File: src/rtl/serial_word_ring.sv
// serial_word_ring: serial-load circular word store.
// Bits arrive LSB-first into a staging word (mem[1]); every WORD_WIDTH active
// bit-times the whole ring advances one word and the completed word lands in
// mem[0], which drives dout. Supports hold, optional clear-on-reset and
// lossless recirculation of the staging word when write is low.
module serial_word_ring #(
    parameter int WORD_WIDTH     = 8,
    parameter int WORD_COUNT     = 22,
    parameter bit CLEAR_ON_RESET = 1'b1,
    parameter int IDX_W          = $clog2(WORD_COUNT),
    parameter int BIT_W          = $clog2(WORD_WIDTH)
) (
    input  logic                  clk,
    input  logic                  reset,
    input  logic                  write,
    input  logic                  din,
    input  logic                  hold,
    output logic [WORD_WIDTH-1:0] dout,
    output logic [IDX_W-1:0]      word_idx,
    output logic [BIT_W-1:0]      bit_idx,
    output logic                  frame
);

    logic [WORD_WIDTH-1:0] r_mem [WORD_COUNT];
    logic [IDX_W-1:0]      r_word_idx;
    logic [BIT_W-1:0]      r_bit_idx;
    logic                  r_frame;

    logic                  w_nb;
    logic                  w_last;
    logic [WORD_WIDTH-1:0] w_staged;

    // Next serial bit, staging word after one shift, and end-of-word detect.
    // NOTE: combinational logic uses blocking '=' and assigns every signal on every path, so no latch is inferred.
    always_comb begin
        w_nb     = write ? din : r_mem[1][0];
        w_staged = {w_nb, r_mem[1][WORD_WIDTH-1:1]};
        w_last   = (r_bit_idx == BIT_W'(WORD_WIDTH - 1));
    end

    // Bit/word counters and the one-cycle frame strobe after each rotation.
    // NOTE: sequential state uses non-blocking '<=' so every register samples pre-edge values.
    always_ff @(posedge clk) begin
        if (reset) begin
            r_bit_idx  <= '0;
            r_word_idx <= '0;
            r_frame    <= 1'b0;
        end else if (hold) begin
            r_frame    <= 1'b0;
        end else begin
            r_frame <= w_last;
            if (w_last) begin
                r_bit_idx  <= '0;
                r_word_idx <= (r_word_idx == IDX_W'(WORD_COUNT - 1)) ? '0
                                                                      : r_word_idx + IDX_W'(1);
            end else begin
                r_bit_idx  <= r_bit_idx + BIT_W'(1);
            end
        end
    end

    // Word storage: shift into the staging word, or rotate the whole ring at end of word.
    // NOTE: the storage array is cleared only when CLEAR_ON_RESET is set; otherwise reset leaves contents intact by design.
    always_ff @(posedge clk) begin
        if (reset) begin
            if (CLEAR_ON_RESET) begin
                for (int k = 0; k < WORD_COUNT; k++) begin
                    r_mem[k] <= '0;
                end
            end
        end else if (!hold) begin
            if (w_last) begin
                r_mem[0] <= w_staged;
                for (int k = 1; k < WORD_COUNT - 1; k++) begin
                    r_mem[k] <= r_mem[k+1];
                end
                r_mem[WORD_COUNT-1] <= r_mem[0];
            end else begin
                r_mem[1] <= w_staged;
            end
        end
    end

    assign dout     = r_mem[0];
    assign word_idx = r_word_idx;
    assign bit_idx  = r_bit_idx;
    assign frame    = r_frame;

endmodule

File: config.mk
export PLATFORM = sky130hd
export DESIGN_NAME = serial_word_ring
export DESIGN_NICKNAME = d
export VERILOG_FILES = /design/src/rtl/serial_word_ring.sv
export SDC_FILE = /design/constraint.sdc
export NUM_CORES = 1
export LEC_CHECK = 0
export BUFFER_PORTS_ARGS = -buffer_cell sky130_fd_sc_hd__buf_2
export CAP_MARGIN = 20
export CORE_ASPECT_RATIO = 0.9
export CORE_UTILIZATION = 25
export CTS_BUF_LIST = sky130_fd_sc_hd__clkbuf_16
export CTS_CLUSTER_SIZE = 14
export DETAILED_ROUTE_END_ITERATION = 16
export GPL_ROUTABILITY_DRIVEN = 0
export PLACE_DENSITY = 0.35
export SLEW_MARGIN = 0
export SYNTH_ARGS = -nofsm -noshare
export SYNTH_HDL_FRONTEND = slang
export SYNTH_SLANG_ARGS = --single-unit
File: constraint.sdc
create_clock -name clk -period 8.6 [get_ports clk]
set_clock_uncertainty 0.05 [all_clocks]
set_input_delay 2.58 -clock clk [delete_from_list [all_inputs] [get_ports clk]]
set_output_delay 2.58 -clock clk [all_outputs]
set_load 0.01 [all_outputs]
# Word level (Yosys, flattened, before mapping)
# Memories as Yosys holds them, arrays and structs flattened.
# Index checks and enable logic that the tools add are counted.
# classes
n_reduce_logical,2
bitwise,24
n_eq_ne,2
mux,36
n_addsub,2
# op_table
operator,count
$mux W8,23
$or A1 B1 Y1,23
$mux W1,11
$add A5 B1 Y5 const B,1
$eq A5 B5 Y1 const B,1
$mux W5,1
$add A3 B1 Y3 const B,1
$eq A3 B3 Y1 const B,1
$mux W3,1
$reduce_and A2 Y1,1
$reduce_or A2 Y1,1
$not A1 Y1,1
# totals
output_inout_bits,17
elab_cells,70
memories,1
ff_bits,9
mem_bits_rw,176
# mem_list
name,words,word_bits,read_ports,rd_ports_with_merged_regs,write_ports,line,rtl
r_mem,22,8,22,0,22,24,logic [WORD_WIDTH-1:0] r_mem [WORD_COUNT];

# Longest topological paths before layout
# depth
depth_word,7
mapped_depth,7
mapped_depth_nobuf,5

# Worst setup path after synthesis
# OpenSTA, ideal clock, no wires.
# synth_path
kind,input port to flip-flop
from,input port reset
to,"memory r_mem[0][0], enable pin"
stages,3
t_arrival_ns,6.764
n_path_buf,2
setup_slack_ns,1.251
cell_sequence,clkbuf_1 clkbuf_1 or2b_1
# synth_rtl
item,line,rtl
from (decl),14,"input logic reset,"
to (decl),24,

==> results.toml <==
[synthesis]
synth_cell_type_count = 30
ys_warn_count = 0
synth_seq_area_share_pct = 77.9
synth-seq-cells = 185
ys_async_sr_fraction_pct = 0
avgSynthCellArea_um2 = 16.3
synth_edf_count = 176
dominantRegCellSynth = "edfxtp_1"
postSynthCellCount = 429
syn-num-nets = 438
syn_area_um2 = 7010

[global_routing]
grt_overflow = 0
antenna_found_initial = 0
grt_max_degree = 88
grt_pass1_wl_mm = 18.2
grt.total_usage_pct = 8.46
grt_pass1_vias = 3249

[sta]
finalMaxSlewViolations = 0
whs_ns = 0.454
slew_headroom_pct = 43.7
tightest_slew_ns = 0.845
rsz0062_at_grt = "no"
period_needed_ns = 4.59
setup_viol = 0
tns_ns = 0
fin_crit_sh_pct = 53.3
finalHoldViolations = 0
timing.fmax_ghz = 0.218

[routing]
wl_mm = 10.9
detail_route.first_pass.iterations = 4
drtIter0Drc = 224
drc = 0
routedWlPerCell_um = 13.4
vias = 3188
ant_nets = 0
vias_per_cell = 3.93

[floorplan]
die_h_um = 161
ioPinCount = 22
rows = 57
die_w_um = 179
core_um2 = 27200
start_util_pct = 25.7
dieArea_um2 = 28700

[outcome]
outcome = "completed"

[layout]
drive_above_1_share_pct = 12.9
stdcell_area_um2 = 8110
fin_nets = 454
antenna_cells = 0
syn_to_final_growth_pct = 15.6
nFillCells = 2728

[critical_path]
critical_path.slowest_cell = "buf_2"
crit_family = "buffers and inverters"
crit_chain = "buf_2, or2b_4, buf_16, buf_4"
critPathCaptureType = "flip-flop"
path_buf_inv = 3
cp.arrival_ns = 4.60
ff2ff_path_depth = 6
start_kind = "input pin"
path_class = "input pin to flip-flop"
max_stage_delay_ns = 0.64
crit_fanout = 66
required_ns = 8.61
path_depth = 4

[power_and_ir_drop]
p_per_area_nw_per_um2 = 234
total_power_w = 0.00190
irDropWorstVdd_mv = 0.129
p_leak_nw = 2.95

[place]
port_buffers = 21
dpl_cell_area_um2 = 7440
dp_hpwl_mm = 5.33

[clock_tree]
h-tree-depth = 4
post-cts-setup-buffers = 0
cts_hold_buffers = 0
cts.sinks = 185
cts_buffer_depth = 2
numCtsBuffers = 17
root_buffer = "clkbuf_16"
clk_pin_slew_ns = 0.07
cts_tree = "built"
clock_latency_ns = 0.43
cts_resized = 0

[flow_run]
maxCapViolations = 0

[worst_hold_path]
hold_class = "flip-flop to flip-flop"
min_path_cells = 2
==> cells by family (layout without fill, tap and decap cells) <==
group | Yosys count | after routing | synth area share, %
buffers and inverters | 31 | 60 | 2.23
DFF | 185 | 185 | 77.9
and+or+nand+nor | 190 | 190 | 17.1
muxes | 2 | 2 | 0.285
adders and majority gates | 4 | 4 | 0.714
AOI/OAI and AO/OA | 17 | 17 | 1.78
==> per-layer routing <==
layer / track usage (%) / vias to the layer above / routed length, µm
li1: - / 1538 / -
met1: 12.5 / 1615 / 5830
met2: 10.8 / 26 / 4520
met3: 3.41 / 9 / 363
met4: 3.24 / 0 / 152
met5: 0 / - / 0
==> where the power goes <==
group	internal, W	switching (W)
sequential	0.00102	0.0000108
combinational	0.0000108	0.0000264
clock	0.000487	0.000346
==> cells in the final DEF, fill, tap and decap left out, types with 4 or more instances in the layout <==
cell       count
dfxtp_1        9
bufinv_16      4
clkbuf_16     17
nor2b_1       33
nand2_1        4
a22o_1         8
or3_1          4
a21oi_1        4
buf_2         21
edfxtp_1     176
ha_1           4
clkinv_4       4
and2_1       135
==> through the flow <==
| stage | worst slack [ns] | cells | utilization [%] |
|---|---|---|---|
| after global placement | 3.21 | 778 | 27.3 |
| final | 4.01 | 812 | 29.8 |
| after floorplan | 1.25 | 429 | - |
| after CTS | 3.60 | 810 | 29.6 |
| after global routing | 3.83 | 812 | 29.8 |
| after detailed placement | 3.11 | 778 | 27.3 |
==> cell usage after synthesis, types with 3 or more instances <==
library cell	number	area, µm²
a21oi_1	4	20.0
a22o_1	8	70.1
and2_1	135	845
buf_4	8	60.1
clkbuf_1	18	67.6
dfxtp_1	9	180
edfxtp_1	176	5290
ha_1	4	50.1
nand2_1	4	15.0
nand3_1	3	15.0
nor2b_1	33	206
or3_1	4	25.0
==> cell type report <==
class                   count  area, µm²  share of cell area (%)
flip-flops and latches    185       5470                    67.4
multi-input cells         213       1400                    17.2
well taps                 354        443                    5.46
clock buffers              17        425                    5.25
clock inverters            15        199                    2.45
repair buffers             26        175                    2.16
inverters                   2       7.51                  0.0926
==> flip-flops by register name, summed over array words and instances, names as in the netlist <==
name and cells:
frame 1, word_idx 5, r_mem 176, bit_idx 3
==> final timing paths <==
kind,startpoint,endpoint,slack (ns)
worst max-delay path,reset,r_mem[0][49]$_SDFFCE_PN0P_,4.01
worst min-delay path,bit_idx[0]$_SDFFE_PP0N_,bit_idx[0]$_SDFFE_PP0N_,0.45
worst max register to register,bit_idx[0]$_SDFFE_PP0N_,r_mem[0][49]$_SDFFCE_PN0P_,5.90
worst min register to register,bit_idx[0]$_SDFFE_PP0N_,bit_idx[0]$_SDFFE_PP0N_,0.45
==> worst reg2reg max path, cell delays in order, from the launching register on <==
cell	delay (ns)
dfxtp_1	0.37
ha_1	0.18
ha_1	0.26
nand2b_4	0.14
or2b_4	0.41
buf_16	0.32
buf_4	0.60
Power figures use the tool's default switching activity.
